### src/rtl/serial_sink.sv
// Receive terminal of the node serial link: deserializes start-bit framed addresses,
// keeps frames addressed to NODE_ID in a show-ahead FIFO and tracks saturating traffic stats.
`ifndef ADDR_SZ
`define ADDR_SZ 4
`endif

module serial_sink #(
   parameter int NODE_ID    = 0,
   parameter int FIFO_DEPTH = 4,
   parameter int CNT_W      = 16
) (
   input  logic                clk,
   input  logic                reset,
   input  logic                serial_in,
   input  logic                rd_en,
   output logic                busy,
   output logic [`ADDR_SZ-1:0] rx_data,
   output logic                rx_valid,
   output logic [CNT_W-1:0]    rx_count,
   output logic [CNT_W-1:0]    err_count,
   output logic [CNT_W-1:0]    drop_count
);

   localparam int AW = `ADDR_SZ;
   localparam int BW = (AW > 1) ? $clog2(AW) : 1;
   localparam int PW = $clog2(FIFO_DEPTH);
   localparam logic [AW-1:0] MY_ADDR   = AW'(NODE_ID);
   localparam logic [BW-1:0] LAST_BIT  = BW'(AW - 1);
   localparam logic [PW:0]   DEPTH     = (PW + 1)'(FIFO_DEPTH);
   localparam logic [PW:0]   BUSY_LVL  = (PW + 1)'(FIFO_DEPTH - 1);

   typedef enum logic {IDLE, SHIFT} state_t;

   state_t          state_q;
   logic [BW-1:0]   bit_cnt_q;
   logic [AW-1:0]   shift_q;
   logic [AW-1:0]   mem_q [FIFO_DEPTH];
   logic [PW-1:0]   wr_ptr_q, rd_ptr_q;
   logic [PW:0]     count_q, count_d;
   logic [CNT_W-1:0] rx_cnt_q, err_cnt_q, drop_cnt_q;

   logic [AW-1:0]   word_d;
   logic            frame_done, match, pop, push, drop, misroute;

   // The completing word must include the bit sampled on the completion edge itself.
   always_comb begin
      word_d             = shift_q;
      word_d[bit_cnt_q]  = serial_in;
      frame_done         = (state_q == SHIFT) && (bit_cnt_q == LAST_BIT);
      match              = (word_d == MY_ADDR);
      pop                = rd_en && (count_q != '0);
      push               = frame_done && match && ((count_q != DEPTH) || pop);
      drop               = frame_done && match && !push;
      misroute           = frame_done && !match;
      case ({push, pop})
         2'b10:   count_d = count_q + 1'b1;
         2'b01:   count_d = count_q - 1'b1;
         default: count_d = count_q;
      endcase
   end

   always_ff @(posedge clk or posedge reset) begin
      if (reset) begin
         state_q   <= IDLE;
         bit_cnt_q <= '0;
         shift_q   <= '0;
      end else begin
         case (state_q)
            IDLE: begin
               bit_cnt_q <= '0;
               if (serial_in) state_q <= SHIFT;
            end
            SHIFT: begin
               shift_q <= word_d;
               if (frame_done) begin
                  bit_cnt_q <= '0;
                  state_q   <= IDLE;
               end else begin
                  bit_cnt_q <= bit_cnt_q + 1'b1;
               end
            end
            default: state_q <= IDLE;
         endcase
      end
   end

   always_ff @(posedge clk or posedge reset) begin
      if (reset) begin
         for (int unsigned i = 0; i < FIFO_DEPTH; i++) mem_q[i] <= '0;
         wr_ptr_q <= '0;
         rd_ptr_q <= '0;
         count_q  <= '0;
      end else begin
         if (push) begin
            mem_q[wr_ptr_q] <= word_d;
            wr_ptr_q        <= wr_ptr_q + 1'b1;
         end
         if (pop) rd_ptr_q <= rd_ptr_q + 1'b1;
         count_q <= count_d;
      end
   end

   // Statistics saturate at all-ones rather than wrapping.
   always_ff @(posedge clk or posedge reset) begin
      if (reset) begin
         rx_cnt_q   <= '0;
         err_cnt_q  <= '0;
         drop_cnt_q <= '0;
      end else begin
         if (push && (rx_cnt_q != '1))       rx_cnt_q   <= rx_cnt_q + 1'b1;
         if (misroute && (err_cnt_q != '1))  err_cnt_q  <= err_cnt_q + 1'b1;
         if (drop && (drop_cnt_q != '1))     drop_cnt_q <= drop_cnt_q + 1'b1;
      end
   end

   assign busy       = (count_q >= BUSY_LVL);
   assign rx_valid   = (count_q != '0);
   assign rx_data    = mem_q[rd_ptr_q];
   assign rx_count   = rx_cnt_q;
   assign err_count  = err_cnt_q;
   assign drop_count = drop_cnt_q;

endmodule

### config.mk
export PLATFORM = sky130hd
export DESIGN_NAME = serial_sink
export DESIGN_NICKNAME = d
export VERILOG_FILES = /design/src/rtl/serial_sink.sv
export SDC_FILE = /design/constraint.sdc
export NUM_CORES = 1
export LEC_CHECK = 0
export ABC_AREA = 1
export CAP_MARGIN = 20
export CORE_MARGIN = 5
export CORE_UTILIZATION = 35
export CTS_CLUSTER_SIZE = 25
export DETAILED_ROUTE_END_ITERATION = 8
export SLEW_MARGIN = 20
export SYNTH_ARGS = -nofsm -noshare
export SYNTH_HDL_FRONTEND = slang
export SYNTH_SLANG_ARGS = --single-unit
### constraint.sdc
create_clock -name clk -period 2.37 [get_ports clk]
set_input_delay 0.3555 -clock clk [delete_from_list [all_inputs] [get_ports clk]]
set_output_delay 0.3555 -clock clk [all_outputs]
set_load 0.01 [all_outputs]
==> summary by stage, run 1 <==
Clock network
The clock insertion delay at the later pin of the skew report is 0.34 ns. TritonCTS built the clock tree. The number of clock sinks seen by CTS is 78. Clock-pin slew was measured on the worst setup and hold paths at 0.06 ns.

CTS placed an instance of clkbuf_16 at the clock tree root. The H-tree was split into 3 levels. The longest clock path from root to sink contains 2 buffers. The number of clock buffers inserted by TritonCTS is 9.

Global route
The number of antenna violations at the first check in global routing came to 0. For this run, the total global-route usage over all layers was measured as 0.143. The number of global-route vias before repair is 3803. Entering global routing, the biggest net connects 27 pins.

The first global-routing pass estimated 17600 um of wire. The aggregate global routing overflow is 0.

Cells and area
The finished layout holds 842 standard cells, fillers aside. Of the cells placed in the final design, the portion with a size suffix greater than 1 is 0.0776. Fill cells in the final layout number 1300. The final net count is 682.

Once layout is done, the placed cells without fillers occupy 0.00561 mm2. The synthesis-to-layout area growth is 24.1%. The number of antenna diodes in the final layout is 0.

The multi-input combinational cell area is 0.00225 mm2. Across the whole layout, storage elements account for 0.00195 mm2.

Yosys
When the netlist entered floorplanning its net count stood at 615. The share of the synthesized area in compound gates (AO/OA/AOI/OAI) is 0.0318. The cell area that synthesis handed to floorplanning was 0.00452 mm2. Among all flip-flop cells after synthesis, the most frequent one is dfrtp_1. The post-synthesis share of cell area spent on full adders, half adders and majority gates is 0.0376. The area share of and/or/nand/nor cells after synthesis is 0.370.

The gate count after technology mapping is 598. Of the synthesized area, sequential elements account for 0.432. After synthesis, the netlist uses 32 different library cells. Of the total synthesized cell area, the portion taken by XOR and XNOR cells is 0.0581. The flip-flop and latch count after synthesis is 78. In the synthesized netlist the async set-or-reset flop fraction comes to 1.00. Yosys mapped a number of flops with a built-in enable equal to 0.

The synthesized area divided by synthesized cell count is 7.56 um2. The dominant combinational cell family by area after synthesis is simple AND/OR/NAND/NOR gates. The Yosys step of the flow raised 0 warnings.

The mux cell area share after synthesis is 0.

STA
The share of the clock period used by the worst path is 0.919. The worst-case clock skew is 0.00555 ns. The max-slew violation count was 0. The number of endpoints failing setup at the final stage is 0.

The count of endpoints failing hold in the final timing report is 0. Measured against its own limit, the worst slew margin works out to 0.674. Setup repair after global routing could not meet its margin everywhere. For the pin with the worst max-slew slack, the measured transition is 0.487 ns. The maximum operating frequency is 459 MHz. For the finished layout, the period the worst path requires is 2.18 ns.

Flow run
The count of maximum capacitance violations is 0.

Pwr
The leakage power summed over all cells is 2.79 nW. Of the total power, the clock network draws 0.314. The post-layout total power is 4.36 mW. The share of total power dissipated in combinational logic is 0.293. For this design the ratio of total power to cell area is 778 mW/mm2. The internal power contribution is 2.89 mW. In this run the power spent charging and discharging nets is 1.47 mW. Of the total power, the share spent switching nets is 0.338. The sequential group share of total power is 0.393. Across the VDD grid, the largest voltage drop is 0.000355 V.

Placement
The number of placed instances, taps included, is 826. At the end of routability-driven placement, the weighted congestion stood at 0.835. The number of port buffers is 57. The total cell area at the placement stage is 0.00532 mm2. Detailed placement finished with a half-perimeter wire length of 7370 um.

Critical path
STA classifies the critical path endpoint as a register. The critical path class is register to register. The required time of the worst setup path is 2.63 ns. The worst-case reg-to-reg path depth is 13.

The data arrival time of the critical path is 2.44 ns. In this run the worst path has a maximum fanout of 4. The startpoint identified for the worst register-to-register timing path is bit_cnt_q[0].

STA classifies the critical path startpoint as a register. The setup check on the worst reg-to-reg path leaves a slack of 0.19 ns. The end of the worst register-to-register path is count_q[1].

Floorplan
The effective utilization at floorplan is 0.358. The chip width is 124 um. The vertical die dimension is 124 um. The number of core rows is 41. The area of the core is 0.0126 mm2. The number of top-level pins is 58. The overall die area is 0.0153 mm2.

Route
The post-detailed-route count of antenna-violating nets is 0. In the final routed layout, each cell accounts on average for 12.1 um. In this run, the number of DRC markers left after iteration 0 of detailed routing was 237. The final layout contains routed wiring with a total length of 10200 um. In the routed design, unresolved DRC markers number 0.

The first TritonRoute pass finished after 4 iterations. The total vias in the final route is 3931. The via-per-instance ratio is 4.67.

Min path
The kind of path behind the tightest hold check is input port to asynchronous set/reset pin.

Status
The flow ran to the end, and the final reports show no timing, DRC or antenna violations.
## how the worst max path moves through the flow
| stage | start | endpoint | slack, ns | depth (start not counted) |
|---|---|---|---|---|
| 2_1_floorplan | reset | bit_cnt_q[0] | 0.02 | 1 |
| 3_3_place_gp | serial_in | count_q[2] | 0.02 | 13 |
| 3_5_place_dp | serial_in | count_q[2] | -0.04 | 13 |
| 4_1_cts | rd_ptr_q[0] | rx_data[2] | 0.12 | 4 |
| 5_1_grt | bit_cnt_q[0] | count_q[2] | -0.003 | 15 |
| 6_report | bit_cnt_q[0] | count_q[1] | 0.19 | 13 |
## kinds of logic (layout without fill, tap and decap cells)
kind of cell	after synthesis	after routing
and+or+nand+nor	378	378
buffers and inverters	72	144
DFF	78	78
xor gates and xnor gates	30	30
AOI/OAI and AO/OA	27	27
adders and majority gates	13	13
## cell type report
type / count / share of cell area
multi-input cells: 448 / 0.401
flip-flops and latches: 78 / 0.348
repair buffers: 67 / 0.120
inverters: 61 / 0.0411
clock buffers: 10 / 0.0408
well taps: 172 / 0.0384
clock inverters: 6 / 0.0112
## cell usage after synthesis (4+ instances only)
cell type | n | area, um2
dfrtp_1 | 78 | 1950
nand2_1 | 229 | 860
inv_1 | 57 | 214
o22ai_1 | 4 | 25.0
ha_1 | 12 | 150
inv_2 | 4 | 15.0
nand3b_1 | 4 | 30.0
xnor2_1 | 12 | 105
nand3_2 | 4 | 40.0
nor2_4 | 4 | 45.0
nand4_1 | 7 | 43.8
nand3_1 | 55 | 275
nor2_1 | 60 | 225
buf_6 | 5 | 56.3
nand2_2 | 4 | 25.0
o21ai_0 | 17 | 85.1
xor2_1 | 18 | 158
## per-layer routing
metal	GRT usage	routed length, um	vias up
met2	0.228	4780	77
met1	0.187	4810	1842
met4	0.0609	139	0
met5	0	0	-
li1	-	-	1999
met3	0.0313	459	13
## sequential cells by signal, indices dropped and copies added, names as in the netlist
| name | count |
|---|---|
| shift_q | 4 |
| wr_ptr_q | 2 |
| err_count | 16 |
| state_q | 1 |
| rd_ptr_q | 2 |
| rx_count | 16 |
| count_q | 3 |
| drop_count | 16 |
| bit_cnt_q | 2 |
| mem_q | 16 |
## critical path, cell delays in order (launching register included)
cell and delay (ns):
dfrtp_1 0.41, inv_1 0.09, ha_1 0.17, inv_1 0.05, nand2_1 0.07, nand2_1 0.05
nor2_1 0.18, nand3_2 0.13, nor2_4 0.11, inv_2 0.04, ha_1 0.17, inv_1 0.09
fa_1 0.40, o21ai_1 0.14
## per-stage QoR
step | TNS [ns] | hold slack, ns | utilization | setup slack, ns
after floorplan | 0 | 0.431 | - | 0.0195
after global placement | 0 | 0.449 | 0.421 | 0.0189
final | 0 | 0.302 | 0.444 | 0.193
after CTS | 0 | 0.307 | 0.444 | 0.117
after detailed placement | -0.0526 | 0.448 | 0.421 | -0.0367
after global routing | -0.00269 | 0.323 | 0.444 | -0.00269
## layout by cell type, fill, tap and decap left out, types with 2 or more instances in the layout
master / instances
o21ai_0: 15
clkbuf_16: 9
nor2_4: 4
clkinv_2: 3
nand3_2: 4
a31oi_1: 3
nand4_1: 7
o22ai_1: 4
a21oi_1: 2
nor2_1: 60
o21ai_1: 3
nand2_2: 4
nand2_1: 229
xor2_1: 18
nand3b_1: 4
clkdlybuf4s50_1: 57
inv_2: 5
ha_1: 12
buf_4: 8
clkinvlp_4: 3
buf_12: 2
nand3_1: 55
dfrtp_1: 78
inv_1: 55
nor2_2: 3
xnor2_1: 12
nand3_4: 2
## power by group through the flow
stage               logic (mW)  clock network (mW)  registers, mW
finish                    1.28                1.37           1.71
global route              1.48                1.47           1.74
CTS                       1.30                1.42           1.71
detailed placement        1.30                   0           1.73
global placement          1.25                   0           1.72
floorplan                0.864                   0           1.68
## what timing repair did
action / CTS / global route
setup endpoints to repair: 0 / 4
setup buffers: 0 / 0
hold buffers: 0 / 0
resized for setup: 0 / 3
(Power assumes the default switching activity.)
==> inputs of run 2 (changes only) <==
--- a/config.mk
+++ b/config.mk
@@ -6,12 +6,12 @@
 export NUM_CORES = 1
 export LEC_CHECK = 0
 export ABC_AREA = 1
-export CAP_MARGIN = 20
+export CAP_MARGIN = 25
 export CORE_MARGIN = 5
 export CORE_UTILIZATION = 35
 export CTS_CLUSTER_SIZE = 25
 export DETAILED_ROUTE_END_ITERATION = 8
-export SLEW_MARGIN = 20
+export SLEW_MARGIN = 5
 export SYNTH_ARGS = -nofsm -noshare
 export SYNTH_HDL_FRONTEND = slang
 export SYNTH_SLANG_ARGS = --single-unit
==> results of run 2 <==
Same layout as run 1: the final DEF is identical, and so are final timing and power.
==> inputs of run 3 (changes only) <==
--- a/config.mk
+++ b/config.mk
@@ -9,7 +9,6 @@
 export CAP_MARGIN = 25
 export CORE_MARGIN = 5
 export CORE_UTILIZATION = 35
-export CTS_CLUSTER_SIZE = 25
 export DETAILED_ROUTE_END_ITERATION = 8
 export SLEW_MARGIN = 5
 export SYNTH_ARGS = -nofsm -noshare
==> results of run 3 <==
Same layout as run 1: the final DEF is identical, and so are final timing and power.
==> edit 1: new RTL, config.mk and constraints of run 3 <==
Register the inputs `serial_in` and `rd_en` before use. The logic sees them one clock later.
--- a/src/rtl/serial_sink.sv
+++ b/src/rtl/serial_sink.sv
@@ -33,2 +33,10 @@
 
+   logic serial_q;
+   logic rd_en_q;
+
+   always_ff @(posedge clk) begin
+      serial_q <= serial_in;
+      rd_en_q  <= rd_en;
+   end
+
    state_t          state_q;
@@ -47,6 +55,6 @@
       word_d             = shift_q;
-      word_d[bit_cnt_q]  = serial_in;
+      word_d[bit_cnt_q]  = serial_q;
       frame_done         = (state_q == SHIFT) && (bit_cnt_q == LAST_BIT);
       match              = (word_d == MY_ADDR);
-      pop                = rd_en && (count_q != '0);
+      pop                = rd_en_q && (count_q != '0);
       push               = frame_done && match && ((count_q != DEPTH) || pop);
@@ -70,3 +78,3 @@
                bit_cnt_q <= '0;
-               if (serial_in) state_q <= SHIFT;
+               if (serial_q) state_q <= SHIFT;
             end
Check against the original RTL: not equivalent (a bounded check fails within 10 cycles, from zero or initial values and one cycle with reset high).
==> edit 1 against run 3 <==
Die area grew 0.81%. Area after synthesis grew 0.89%. Sequential cell count grew 2. Worst setup slack lost 0.045 ns. Design area grew 0.40%. Wire length is essentially flat. Power grew 3.9%. Global-route usage is essentially flat. Hold slack lost 0.026 ns. Critical path type unchanged. Largest cell class unchanged.
==> edit 1: results (changes against run 3) <==
* Routed WL at 10200 um (about the same)
* DR WL met3 at 418 um (-8.9%)
* Slew @ Worst Pin at 0.528 ns (+0.0411 ns)
* Finished Layout Cells at 838 (-0.48%)
* Commonest cells post-synth: nand2_1 (229), dfrtp_1 (78), nor2_1 (60), inv_1 (57), nand3_1 (55)
* Dpl cell area at 0.00530 mm^2 (-0.35%)
* Vias in the first global route at 3664 (-3.7%)
* N_diodes at 0 (unchanged)
* Grt met1 use at 0.193 (+0.00540)
* Share of flip-flops with an asynchronous set or reset at 0.975 (-0.0250)
* Met3 GRT Util at 0.0336 (+0.00227)
* Leak pwr at 2.79 nW (about the same)
* Worst-path clk slew at 0.06 ns (about the same)
* Worst vdd ir at 0.395 mV (+11%)
* DRT iter0 DRCs at 363 (+53%)
* Top post-synthesis cells by area: dfrtp_1 (43%), nand2_1 (19%), nand3_1 (6.0%)
* Drt pass-1 iters at 5 (+1)
* Largest net degree at the start of global routing at 39 (+44%)
* Place WS at 0.0422 ns (+0.0789 ns)
* First-pass GRT wire length at 17500 um (-0.59%)
* Worst path max stage delay at 0.43 ns (+0.02 ns)
* Vias at 3880 (-1.3%)
* Met2 Usage GRT at 0.220 (-0.00819)
* Syn Nets at 617 (+0.33%)
* CTS HTree Levels at 3 (unchanged)
* M1 wire length at 4960 um (+3.2%)
* # nets final at 679 (-0.44%)
* Gr usage total at 0.143 (about the same)
* Slowest cell on crit path: fa_2
* Routability Congestion at 0.826 (-1.0%)
* Clock Latency Late Sink at 0.34 ns (about the same)
* Setup Skew at 0.00486 ns (-0.000690 ns)
* DP HPWL at 7370 um (about the same)
* Met2 wire len at 4650 um (-2.7%)
* Share of layout cells above drive strength 1 at 0.0781 (+0.000466)
* Post-synth cell types at 33 (+3.1%)
* Cells after DPL at 822 (-0.48%)
* Status: finished, final reports clean
* Post-Synthesis Cells at 600 (+0.33%)
* Seq/Total Area, Yosys at 0.437 (+0.00499)
## edit 1: changes by cell type in the layout (fill, tap and decap cells not counted), sizes merged
| cell | delta |
|---|---|
| buf | -5 |
| dfxtp | +2 |
| bufinv | +1 |
| clkbuf | -1 |
| clkinv | -1 |
| clkinvlp | -1 |
| inv | +1 |
## edit 1: cell families (layout without fill, tap and decap cells)
family                     after synthesis  in the layout  share of synthesized area
DFF                                     80             80                      0.437
adders and majority gates               13             13                     0.0373
AOI/OAI and AO/OA                       27             27                     0.0315
and+or+nand+nor                        378            378                      0.367
buffers and inverters                   72            138                     0.0702
xor gates and xnor gates                30             30                     0.0576
## edit 1: area by class of cell
| class | instances | area [um^2] |
|---|---|---|
| Multi-Input combinational cell | 448 | 2260 |
| Clock buffer | 9 | 225 |
| Inverter | 61 | 229 |
| Fill cell | 1289 | 7090 |
| Sequential cell | 80 | 1990 |
| Clock inverter | 6 | 85.1 |
| Tap cell | 172 | 215 |
| Timing Repair Buffer | 62 | 621 |
## edit 1: worst paths after layout
check	startpoint	endpoint	slack, ns	cells past startpoint
worst max-delay path	bit_cnt_q[0]	count_q[1]	0.15	13
worst min-delay path	reset	mem_q[6]	0.28	2
worst max register to register	bit_cnt_q[0]	count_q[1]	0.15	13
worst min register to register	mem_q[11]	mem_q[11]	0.47	2
max in group asynchronous	reset	err_count[13]	1.60	3
min in group clk	serial_in	serial_q	0.46	1
## edit 1: timing repair
action	in CTS	in global routing
endpoints found under the setup margin	0	6
setup buffers	0	1
resized for setup	0	8
endpoints found under the hold margin	0	0
## edit 1: power breakdown
group	total [mW]	internal, mW	switching, mW
clock	1.46	0.912	0.547
combinational	1.30	0.560	0.739
sequential	1.78	1.55	0.225
total	4.53	3.02	1.51
==> edit 2: new RTL, settings of run 3 <==
Without the edit above. The parameter `FIFO_DEPTH` goes from 4 to 16.
--- a/src/rtl/serial_sink.sv
+++ b/src/rtl/serial_sink.sv
@@ -8,3 +8,3 @@
    parameter int NODE_ID    = 0,
-   parameter int FIFO_DEPTH = 4,
+   parameter int FIFO_DEPTH = 16,
    parameter int CNT_W      = 16
Function: no difference found for any inputs over 10 cycles, from zero or initial values and one cycle with reset high; that may be too few to reach the edited logic, so the function may still have changed.
==> edit 2 against run 3 <==
Non-clock buffer count rose by 19. Critical path type unchanged. First-iteration DRC count rose by 33%. Power grew 92%. Cell count rose by 56%. Count of clock-buffer cells in the layout grew 8. Design area is 60% higher. Wire length up 56%. Sequential cell count is 54 higher. Hold slack got worse by 0.065 ns. Worst setup slack lost 0.15 ns. Sequential share of layout area grew 2.1 points. Area after synthesis is 58% higher.
==> edit 2: results (changes against run 3) <==
* Layout fillers at 2000 (+54%)
* Worst vdd ir at 0.616 mV (+73%)
* Seq/Total Area, Yosys at 0.462 (+0.0305)
* Vias at 5955 (+51%)
* Dpl cell area at 0.00817 mm^2 (+54%)
* Post-synth cell types at 32 (unchanged)
* Clock Latency Late Sink at 0.42 ns (+0.08 ns)
* Most flops, register: mem_q
* Drt pass-1 iters at 5 (+1)
* Worst-path clk slew at 0.06 ns (about the same)
* DP HPWL at 11100 um (+51%)
* Gr usage total at 0.144 (+0.00126)
* DRT iter0 DRCs at 315 (+33%)
* Slew @ Worst Pin at 0.402 ns (-0.0846 ns)
* Worst Path Max Fanout at 5 (+1)
* Initial antenna violation count at 0 (unchanged)
* Worst path max stage delay at 0.40 ns
* Setup Skew at 0.00988 ns (+0.00433 ns)
* DR DRC count at 0 (unchanged)
* Share of layout cells above drive strength 1 at 0.110 (+0.0319)
* Num CTS Buffers at 17 (+8)
* Largest net degree at the start of global routing at 48 (+78%)
* Slowest cell on crit path: dfrtp_1
* Average wire per standard cell at 12.2 um (+0.44%)
* # nets final at 1050 (+54%)
* Top FF cell, synth: dfrtp_1
* # port buffers at 57 (unchanged)
* Top post-synthesis cells by area: dfrtp_1 (46%), nand2_1 (17%), inv_1 (8.0%)
* Register area at 0.00331 mm^2 (+69%)
* Share of flip-flops with an asynchronous set or reset at 1.00 (unchanged)
* N_diodes at 0 (unchanged)
* CTS HTree Levels at 4 (+1)
* Syn Nets at 970 (+58%)
* WP data arrival at 2.68 ns (+0.24 ns)
* CTS root buf: clkbuf_16
* Routability Congestion at 0.814 (-2.5%)
* First-pass GRT wire length at 28300 um (+61%)
* Leak pwr at 4.65 nW (+66%)
* Worst min path class: input port to async pin
* Syn. warnings at 0 (unchanged)
* Status: finished, final reports clean
* Total gr overflow at 0 (unchanged)
* CP delay by family, top: simple AND/OR/NAND/NOR gates
* Commonest cells post-synth: nand2_1 (325), inv_1 (153), dfrtp_1 (132), nand3_1 (91), nor2_1 (62)
* Max Root-Sink Buffers at 2 (unchanged)
* Max reg flops at 64
[edit 2: cell count changes after synthesis, moves of 10 or more]
cell,delta
o211ai_1,+16
dfrtp_1,+54
nand3_1,+36
o21ai_0,+10
nand2_1,+96
inv_1,+96
a21oi_1,+16
[edit 2: logic make-up (layout without fill, tap and decap cells)]
kind of cell / Yosys count / after routing / share of synthesized area
compound gates: 64 / 64 / 0.0510
xor+xnor: 36 / 36 / 0.0441
fa+ha+maj: 17 / 17 / 0.0308
buf+inv: 185 / 277 / 0.103
flops: 132 / 132 / 0.462
simple gates: 515 / 515 / 0.308
[edit 2: layout make-up]
cell class / count / share of cell area
inverters: 160 / 0.0676
repair buffers: 86 / 0.0943
flip-flops and latches: 132 / 0.369
multi-input cells: 632 / 0.359
well taps: 270 / 0.0377
clock inverters: 13 / 0.0244
clock buffers: 18 / 0.0489
[edit 2: routing by layer]
| layer | global-route usage | routed length [um] | up-vias |
|---|---|---|---|
| met2 | 0.235 | 7580 | 95 |
| met3 | 0.0370 | 487 | 16 |
| li1 | - | - | 3079 |
| met5 | 0 | 0 | - |
| met1 | 0.191 | 7660 | 2765 |
| met4 | 0.0420 | 212 | 0 |
[edit 2: where the power goes]
group / switching [mW] / leakage [nW] / internal [mW]
Clock: 1.04 / 0.319 / 1.91
Sequential: 0.254 / 1.79 / 2.48
Combinational: 1.55 / 2.54 / 1.14
[edit 2: metrics by stage]
step           setup TNS [ns]  power, mW  setup slack (ns)  instances
6_report                    0       8.38            0.0411       1311
5_1_grt               -0.0979       8.95           -0.0788       1311
4_1_cts                     0       8.24            0.0135       1306
3_5_place_dp           -0.439       5.28            -0.277       1272
3_3_place_gp           -0.244       5.24            -0.184       1272
2_1_floorplan               0       4.39            0.0298        949
[edit 2: worst paths after layout]
path	slack, ns	end	cells past startpoint	start
setup / recovery	0.04	count_q[4]	18	bit_cnt_q[1]
hold / removal	0.24	rx_count[11]	2	reset
setup reg to reg	0.04	count_q[4]	18	bit_cnt_q[1]
hold reg to reg	0.46	mem_q[29]	2	mem_q[29]
max in group asynchronous	1.61	rd_ptr_q[0]	3	reset
min in group clk	0.46	mem_q[29]	2	mem_q[29]
[edit 2: what timing repair did]
item | 4_1_cts | 5_1_grt
setup buffers | 3 | 5
endpoints found under the setup margin | 5 | 2
hold endpoints to repair | 0 | 0
pin swaps | 1 | 12
gates cloned | 0 | 0
gates resized for setup | 5 | 30
